`src/rtl/falafel_pkg.sv`:
```
// Shared types and widths for the falafel allocator request frontend.
package falafel_pkg;

    localparam int DATA_W = 32;

    typedef enum logic {
        OP_ALLOC = 1'b0,
        OP_FREE  = 1'b1
    } req_op_t;

endpackage

```
`src/rtl/falafel_fifo.sv`:
```
// First-word-fall-through FIFO; push when full and pop when empty are ignored,
// and full/empty come from the registered count so a pop never frees a slot for the same cycle's push.
module falafel_fifo #(
    parameter int DEPTH = 4,
    parameter int WIDTH = 32
) (
    input  logic             clk_i,
    input  logic             rst_ni,
    input  logic             push,
    input  logic [WIDTH-1:0] din,
    input  logic             pop,
    output logic             full,
    output logic             empty,
    output logic [WIDTH-1:0] dout
);

    localparam int AW = $clog2(DEPTH);
    localparam int CW = AW + 1;
    localparam logic [CW-1:0] DEPTH_C = CW'(DEPTH);

    logic [WIDTH-1:0] mem_r [DEPTH];
    logic [AW-1:0]    wr_ptr_r;
    logic [AW-1:0]    rd_ptr_r;
    logic [CW-1:0]    count_r;
    logic             push_s;
    logic             pop_s;

    assign full   = (count_r == DEPTH_C);
    assign empty  = (count_r == {CW{1'b0}});
    assign push_s = push & ~full;
    assign pop_s  = pop & ~empty;
    assign dout   = mem_r[rd_ptr_r];

    // Pointer and occupancy bookkeeping; pointers wrap naturally since DEPTH is a power of two.
    always_ff @(posedge clk_i) begin
        if (!rst_ni) begin
            wr_ptr_r <= {AW{1'b0}};
            rd_ptr_r <= {AW{1'b0}};
            count_r  <= {CW{1'b0}};
        end else begin
            if (push_s) begin
                wr_ptr_r <= wr_ptr_r + AW'(1);
            end
            if (pop_s) begin
                rd_ptr_r <= rd_ptr_r + AW'(1);
            end
            case ({push_s, pop_s})
                2'b10:   count_r <= count_r + CW'(1);
                2'b01:   count_r <= count_r - CW'(1);
                default: count_r <= count_r;
            endcase
        end
    end

    // Storage write; contents are left as-is across reset.
    always_ff @(posedge clk_i) begin
        if (push_s) begin
            mem_r[wr_ptr_r] <= din;
        end
    end

endmodule

```
`src/rtl/falafel_req_frontend.sv`:
```
// Splits host requests into alloc/free queues for the core and returns core responses to the host.
module falafel_req_frontend
    import falafel_pkg::*;
#(
    parameter int FIFO_DEPTH = 4
) (
    input  logic              clk_i,
    input  logic              rst_ni,
    input  logic              host_req_val_i,
    output logic              host_req_rdy_o,
    input  req_op_t           host_req_op_i,
    input  logic [DATA_W-1:0] host_req_data_i,
    output logic              alloc_fifo_empty_o,
    input  logic              alloc_fifo_read_i,
    output logic [DATA_W-1:0] alloc_fifo_dout_o,
    output logic              free_fifo_empty_o,
    input  logic              free_fifo_read_i,
    output logic [DATA_W-1:0] free_fifo_dout_o,
    output logic              resp_fifo_full_o,
    input  logic              resp_fifo_write_i,
    input  logic [DATA_W-1:0] resp_fifo_din_i,
    output logic              host_rsp_val_o,
    input  logic              host_rsp_rdy_i,
    output logic [DATA_W-1:0] host_rsp_data_o,
    output logic              resp_overflow_o,
    output logic              busy_o
);

    logic alloc_full_s;
    logic free_full_s;
    logic resp_empty_s;
    logic req_fire_s;
    logic alloc_push_s;
    logic free_push_s;
    logic rsp_pop_s;
    logic overflow_r;

    // Ready reflects only the queue the presented op targets.
    always_comb begin
        host_req_rdy_o = 1'b0;
        case (host_req_op_i)
            OP_ALLOC: host_req_rdy_o = ~alloc_full_s;
            OP_FREE:  host_req_rdy_o = ~free_full_s;
            default:  host_req_rdy_o = 1'b0;
        endcase
    end

    assign req_fire_s     = host_req_val_i & host_req_rdy_o;
    assign alloc_push_s   = req_fire_s & (host_req_op_i == OP_ALLOC);
    assign free_push_s    = req_fire_s & (host_req_op_i == OP_FREE);
    assign host_rsp_val_o = ~resp_empty_s;
    assign rsp_pop_s      = host_rsp_val_o & host_rsp_rdy_i;

    falafel_fifo #(.DEPTH(FIFO_DEPTH), .WIDTH(DATA_W)) u_alloc_fifo (
        .clk_i (clk_i),
        .rst_ni(rst_ni),
        .push  (alloc_push_s),
        .din   (host_req_data_i),
        .pop   (alloc_fifo_read_i),
        .full  (alloc_full_s),
        .empty (alloc_fifo_empty_o),
        .dout  (alloc_fifo_dout_o)
    );

    falafel_fifo #(.DEPTH(FIFO_DEPTH), .WIDTH(DATA_W)) u_free_fifo (
        .clk_i (clk_i),
        .rst_ni(rst_ni),
        .push  (free_push_s),
        .din   (host_req_data_i),
        .pop   (free_fifo_read_i),
        .full  (free_full_s),
        .empty (free_fifo_empty_o),
        .dout  (free_fifo_dout_o)
    );

    // A write while full is dropped inside the FIFO; only the overflow flag records it.
    falafel_fifo #(.DEPTH(FIFO_DEPTH), .WIDTH(DATA_W)) u_resp_fifo (
        .clk_i (clk_i),
        .rst_ni(rst_ni),
        .push  (resp_fifo_write_i),
        .din   (resp_fifo_din_i),
        .pop   (rsp_pop_s),
        .full  (resp_fifo_full_o),
        .empty (resp_empty_s),
        .dout  (host_rsp_data_o)
    );

    // Sticky overflow flag, cleared only by reset.
    always_ff @(posedge clk_i) begin
        if (!rst_ni) begin
            overflow_r <= 1'b0;
        end else if (resp_fifo_write_i && resp_fifo_full_o) begin
            overflow_r <= 1'b1;
        end else begin
            overflow_r <= overflow_r;
        end
    end

    assign resp_overflow_o = overflow_r;
    assign busy_o          = ~(alloc_fifo_empty_o & free_fifo_empty_o & resp_empty_s);

endmodule

```
`config.mk`:
```
export PLATFORM = sky130hd
export DESIGN_NAME = falafel_req_frontend
export DESIGN_NICKNAME = d
export VERILOG_FILES = /design/src/rtl/falafel_pkg.sv /design/src/rtl/falafel_fifo.sv /design/src/rtl/falafel_req_frontend.sv
export SDC_FILE = /design/constraint.sdc
export NUM_CORES = 1
export LEC_CHECK = 0
export CAP_MARGIN = 20
export CORE_ASPECT_RATIO = 0.6
export CORE_UTILIZATION = 28
export DETAILED_ROUTE_END_ITERATION = 10
export PLACE_DENSITY_LB_ADDON = 0.12
export SLEW_MARGIN = 20
export SYNTH_ARGS = -nofsm -noshare
export SYNTH_HDL_FRONTEND = slang
export SYNTH_SLANG_ARGS = --single-unit
```
`constraint.sdc`:
```
create_clock -name clk_i -period 3 [get_ports clk_i]
set_input_delay 0.6 -clock clk_i [delete_from_list [all_inputs] [get_ports clk_i]]
set_output_delay 0.6 -clock clk_i [all_outputs]
set_load 0.01 [all_outputs]
```
======== Word level (Yosys, flattened, before mapping) ========
Memories as Yosys holds them, arrays and structs flattened. A register that Yosys moved wholly into a read port is not among the register bits.
Cells that the tools add are included.
word-level totals
  word-level logic and storage cells ...... 77
  bits in writable memories ............... 384
  output and inout bits ................... 103
  bits of input ports ..................... 72
  flip-flop bits (word level) ............. 22
  memories ................................ 3
operators by class
  mux-type cells .......................... 16
  $add $sub $neg .......................... 12
  bitwise logic cells ..................... 20
  equal/unequal tests ..................... 9
  reductions and logical operators ........ 7
memories
  name                words  width  rd ports  clocked after memory_dff  write ports  line                text
  u_alloc_fifo.mem_r  4      32     1         1                         1            falafel_fifo.sv:21  logic [WIDTH-1:0] mem_r [DEPTH];
  u_free_fifo.mem_r   4      32     1         1                         1            falafel_fifo.sv:21
  u_resp_fifo.mem_r   4      32     1         1                         1            falafel_fifo.sv:21
operator list
  cell                                                                 number
  3-bit one-hot mux with 2 select lines                                3
  2-bit by 1-bit adder with 2-bit output (second input constant)       6
  1-bit bitwise AND                                                    12
  2-bit two-way mux                                                    6
  3-bit by 1-bit adder with 3-bit output (second input constant)       3
  3-bit == test (second input constant)                                3
  3-bit zero test                                                      3
  3-bit by 1-bit subtractor with 3-bit output (second input constant)  3
  1-bit NOT                                                            8
  2-bit by 1-bit == test with 1-bit output (second input constant)     3
  2-bit == test (second input constant)                                3
  1-bit two-way mux                                                    6
  2-bit nonzero test                                                   3
  1-bit one-hot mux with 2 select lines                                1
  1-bit logical AND                                                    1

======== Longest topological paths before layout ========
  depth in word-level cells ............... 8
  depth in mapped cells ................... 10
  mapped depth without buffers ............ 9

======== Hierarchy ========
A second synthesis with hierarchy kept.
second synthesis, totals
  cells, all modules ...................... 673
  area, all modules ....................... 15506.1 um^2
modules (own cells, without submodules)
  module                cells each  area each (um^2)  sequential area each (um^2)  instances
  falafel_fifo          221         5144.9            4023.9                       3
  falafel_req_frontend  10          71.3              20.0                         1

======== Worst setup path after synthesis ========
OpenSTA, ideal clock, no wires.
  path type ............................... flip-flop to flip-flop
  start point ............................. register u_resp_fifo.count_r[0]
  end point ............................... register u_resp_fifo.count_r[2]
  library setup time ...................... 0.076 ns
  cell stages (with the launch flop) ...... 11
  period minus slack after synthesis ...... 2.377 ns
  buffers on the path ..................... 1
  data required time ...................... 2.924 ns
  data arrival time ....................... 2.301 ns
  path slack .............................. 0.623 ns
  cells stage by stage .................... dfxtp_1 > nor3b_1 > nor2b_1 > clkbuf_1 > inv_1 > ha_1 > inv_1 > fa_1 > xor2_1 > or3_1 > a21boi_0
between the ends
  elaborated cells between the ends (all ways) .. 13
  those cells by class .................... 2 x add/sub; 3 x eq/ne; 1 x mux; 5 x bitwise; 2 x reduce/logical
RTL lines
  item                                                                                line                        text
  from (decl)                                                                         falafel_fifo.sv:24          logic [CW-1:0] count_r;
  from (signal assigned)                                                              falafel_fifo.sv:39          count_r <= {CW{1'b0}};
  from (signal assigned)                                                              falafel_fifo.sv:48          2'b10: count_r <= count_r + CW'(1);
  from (signal assigned)                                                              falafel_fifo.sv:49          2'b01: count_r <= count_r - CW'(1);
  3-bit == test *                                                                     falafel_fifo.sv:28          assign full = (count_r == DEPTH_C);
  net resp_fifo_full_o                                                                falafel_req_frontend.sv:19  output logic resp_fifo_full_o,
  1-bit NOT *                                                                         falafel_fifo.sv:30          assign push_s = push & ~full;
  1-bit bitwise AND *                                                                 falafel_fifo.sv:30
  2-bit by 1-bit == test with 1-bit output / 2-bit == test (equally long branches)    falafel_fifo.sv:47          case ({push_s, pop_s})
  3-bit one-hot mux with 2 select lines / 2-bit nonzero test (equally long branches)  --
Mark *: on every way through the listed nets, which the timed path passes. The rest lies on a longest branch.
A chain may end at the register's enable or synchronous reset.

==> flow_metrics.tcl <==
set metrics [dict create \
    status "finished clean" \
    layout_common_cells "edfxtp_1 (384), clkdlybuf4s50_1 (169), mux4_2 (96)" \
    grt_max_degree 33 \
    start_kind "flop" \
    finalMaxSlewViolations 0 \
    gp_congestion 0.6668 \
    synth_area_leader_cell "edfxtp_1" \
    portBuffers 174 \
    crit_fanout 16 \
    drive_above_1_share_pct 21.41 \
    area_growth_pct 27.97 \
    dr_total_vias 7195 \
    hold_viol 0 \
    postCtsSetupRepairBufs 0 \
    worst_slew_pin_slew_ps 612.9 \
    nets 982 \
    setup_viol 0 \
    cts_buffers 42 \
    period_share_pct 96.77 \
    hpwl_um 21370 \
    clkTransAtPathRegs_ps 60 \
    critPathKind "flop to output pin" \
    yosys_warnings 0 \
    dieArea_sq_um 55670 \
    setup.worst_path.end_class "output pin" \
    pin_count 175 \
    rr_worst_depth 9 \
    antenna_cells 0 \
    synthDistinctLibCells 33 \
    max_slew_margin_pct 58.82 \
    grt_antenna_before_repair 0 \
    ant_nets 0 \
    power_density_nw_per_um2 804.1 \
    cts_tree "yes" \
    cts_sinks 412 \
    grt_usage_pct 12.76 \
    htreeDepth 2 \
    hp-start "u_resp_fifo.rd_ptr_r[0]" \
    yosysTopAreaCellShare_pct 75.29 \
    floorplan.initialDensity_pct 28.75 \
    post_drt_wl_per_cell_um 22.01 \
    final_common_cell "edfxtp_1" \
    grt_overflow 0 \
    die_x_um 303.9 \
    die_height_um 183.2 \
    max_freq_mhz 344.5 \
    rows 65 \
    r2r_end "u_alloc_fifo.count_r[2]" \
    regToRegSetupSlack_ps 540 \
    tns_ps 0 \
    dr.pass1.iters 4 \
    syn_area_sq_um 15310 \
    maxCapViolations 0 \
    p_total_uw 15760 \
    whs_path_depth 2 \
    power_leakage_uw 0.006165 \
    clock_skew_ps 23.58 \
    dp_slack_ps 183.9 \
    postSynthCellCount 670 \
    avgSynthCellArea_sq_um 22.86 \
    required_ps 2400 \
    fillCellCount 4857 \
    grt_pass1_wl_um 51960 \
    reg2reg_from "u_alloc_fifo.count_r[0]" \
    hold_class "flop to flop" \
    ys_ff_latch 412 \
    drt_wl_total_um 35840 \
    clk_latency_ps 560 \
    fin_area_sq_um 19600 \
    synth_nets 760 \
    period_needed_ps 2903 \
    viasPerCell 4.420 \
    peakVddDrop_mv 0.4687 \
    arrival_ps 2300 \
    drc 0 \
    clock_path_buffers 3 \
    seq_area_frac_synth_pct 78.95 \
    grt_pass1_vias 7723 \
    drt_iter0_drc 468 \
    setup_ws_ps 96.87 \
    placed_cell_area_sq_um 18220 \
    core_area_sq_um 53270 \
    synthTopCellsByArea "edfxtp_1 (75%), mux4_2 (14%), dfxtp_1 (3.7%)" \
    root_buffer "clkbuf_16" \
]
## cells in the mapped netlist
| library cell | count |
|---|---|
| o21ai_0 | 15 |
| buf_6 | 1 |
| fa_1 | 3 |
| clkbuf_1 | 4 |
| or3b_1 | 1 |
| and3b_1 | 1 |
| mux4_2 | 96 |
| nor2b_1 | 4 |
| mux2i_1 | 6 |
| xor2_1 | 3 |
| edfxtp_1 | 384 |
| a21boi_0 | 6 |
| or4bb_1 | 1 |
| nor3_1 | 2 |
| a21oi_1 | 2 |
| buf_4 | 6 |
| nand4b_1 | 1 |
| nor2_1 | 2 |
| and2_2 | 4 |
| nor3b_1 | 1 |
| buf_1 | 9 |
| nand3_1 | 1 |
| xnor2_1 | 3 |
| buf_2 | 6 |
| dfxtp_1 | 28 |
| or3_1 | 6 |
| nor3_2 | 1 |
| nand2_1 | 22 |
| and2_1 | 15 |
| inv_1 | 19 |
| nand4bb_1 | 1 |
| ha_1 | 15 |
| a31oi_1 | 1 |
## cells by family (layout without fill, tap and decap cells)
family                   after synthesis  in the layout  synth area share (%)
buffers and inverters                 45            300                 1.348
XOR/XNOR                               6              6                0.3432
flip-flops                           412            412                 78.95
multiplexers                         102            102                 14.51
adder cells (fa/ha/maj)               18             18                 1.618
AND/OR/NAND/NOR                       63             63                 2.337
AO/OA/AOI/OAI                         24             24                0.8905
## per-stage QoR
step / utilization [%] / hold WS, ps / instances
final: 36.79 / 480.4 / 1628
after CTS: 36.67 / 476.4 / 1626
after floorplan: - / 460.4 / 670
after detailed placement: 34.21 / 471.1 / 1549
after global placement: 34.21 / 474.9 / 1549
after global routing: 36.79 / 511.0 / 1628
## worst max path at each step
stage                              endpoint  slack [ps]  depth (start not counted)
floorplan            u_resp_fifo.count_r[2]         620                         10
global placement    u_alloc_fifo.count_r[2]         220                          9
detailed placement  u_alloc_fifo.count_r[2]         180                          9
CTS                    alloc_fifo_dout_o[6]           9                          3
global route           free_fifo_dout_o[27]          -6                          3
finish                  free_fifo_dout_o[4]         100                          3
## where the power goes
| part | leakage, uW | switching (uW) | internal (uW) |
|---|---|---|---|
| clock | 0.000638 | 2220 | 2820 |
| sequential | 0.00373 | 181 | 6700 |
| combinational | 0.00180 | 1740 | 2090 |
| total | 0.00617 | 4150 | 11600 |
## cell type report
type                            count  area [sq um]  area share, %
Sequential cell                   412         12100          61.74
Timing Repair Buffer              204          2218          11.32
Multi-Input combinational cell    213          3022          15.42
Tap cell                          703         879.6          4.488
Clock inverter                     19         186.4         0.9512
Clock buffer                       58          1121          5.720
Inverter                           19         71.32         0.3639
## layer usage
metal  wire length [um]  track usage, %  up-vias
li1                   -               -     3206
met5                  0               0        -
met4                550           3.025        0
met2              16790           19.98      106
met3               1236           2.669       50
met1              17260           18.19     3833
## critical path, stage by stage (launching register included)
cell and delay, ps:
dfxtp_2 430, buf_16 220, mux4_2 570, clkdlybuf4s50_1 500
## flip-flops by register name, indices dropped and copies added (netlist names), 3 cells and up, named ones only
register and flops:
u_free_fifo.mem_r 128, u_alloc_fifo.count_r 3, u_resp_fifo.count_r 3, u_resp_fifo.mem_r 128
u_alloc_fifo.mem_r 128, u_free_fifo.count_r 3
## what timing repair did
action	in CTS	in global routing
gates resized for setup	5	3
gates cloned	0	2
setup endpoints to repair	15	20
hold buffers	0	0
(Power assumes the default switching activity.)
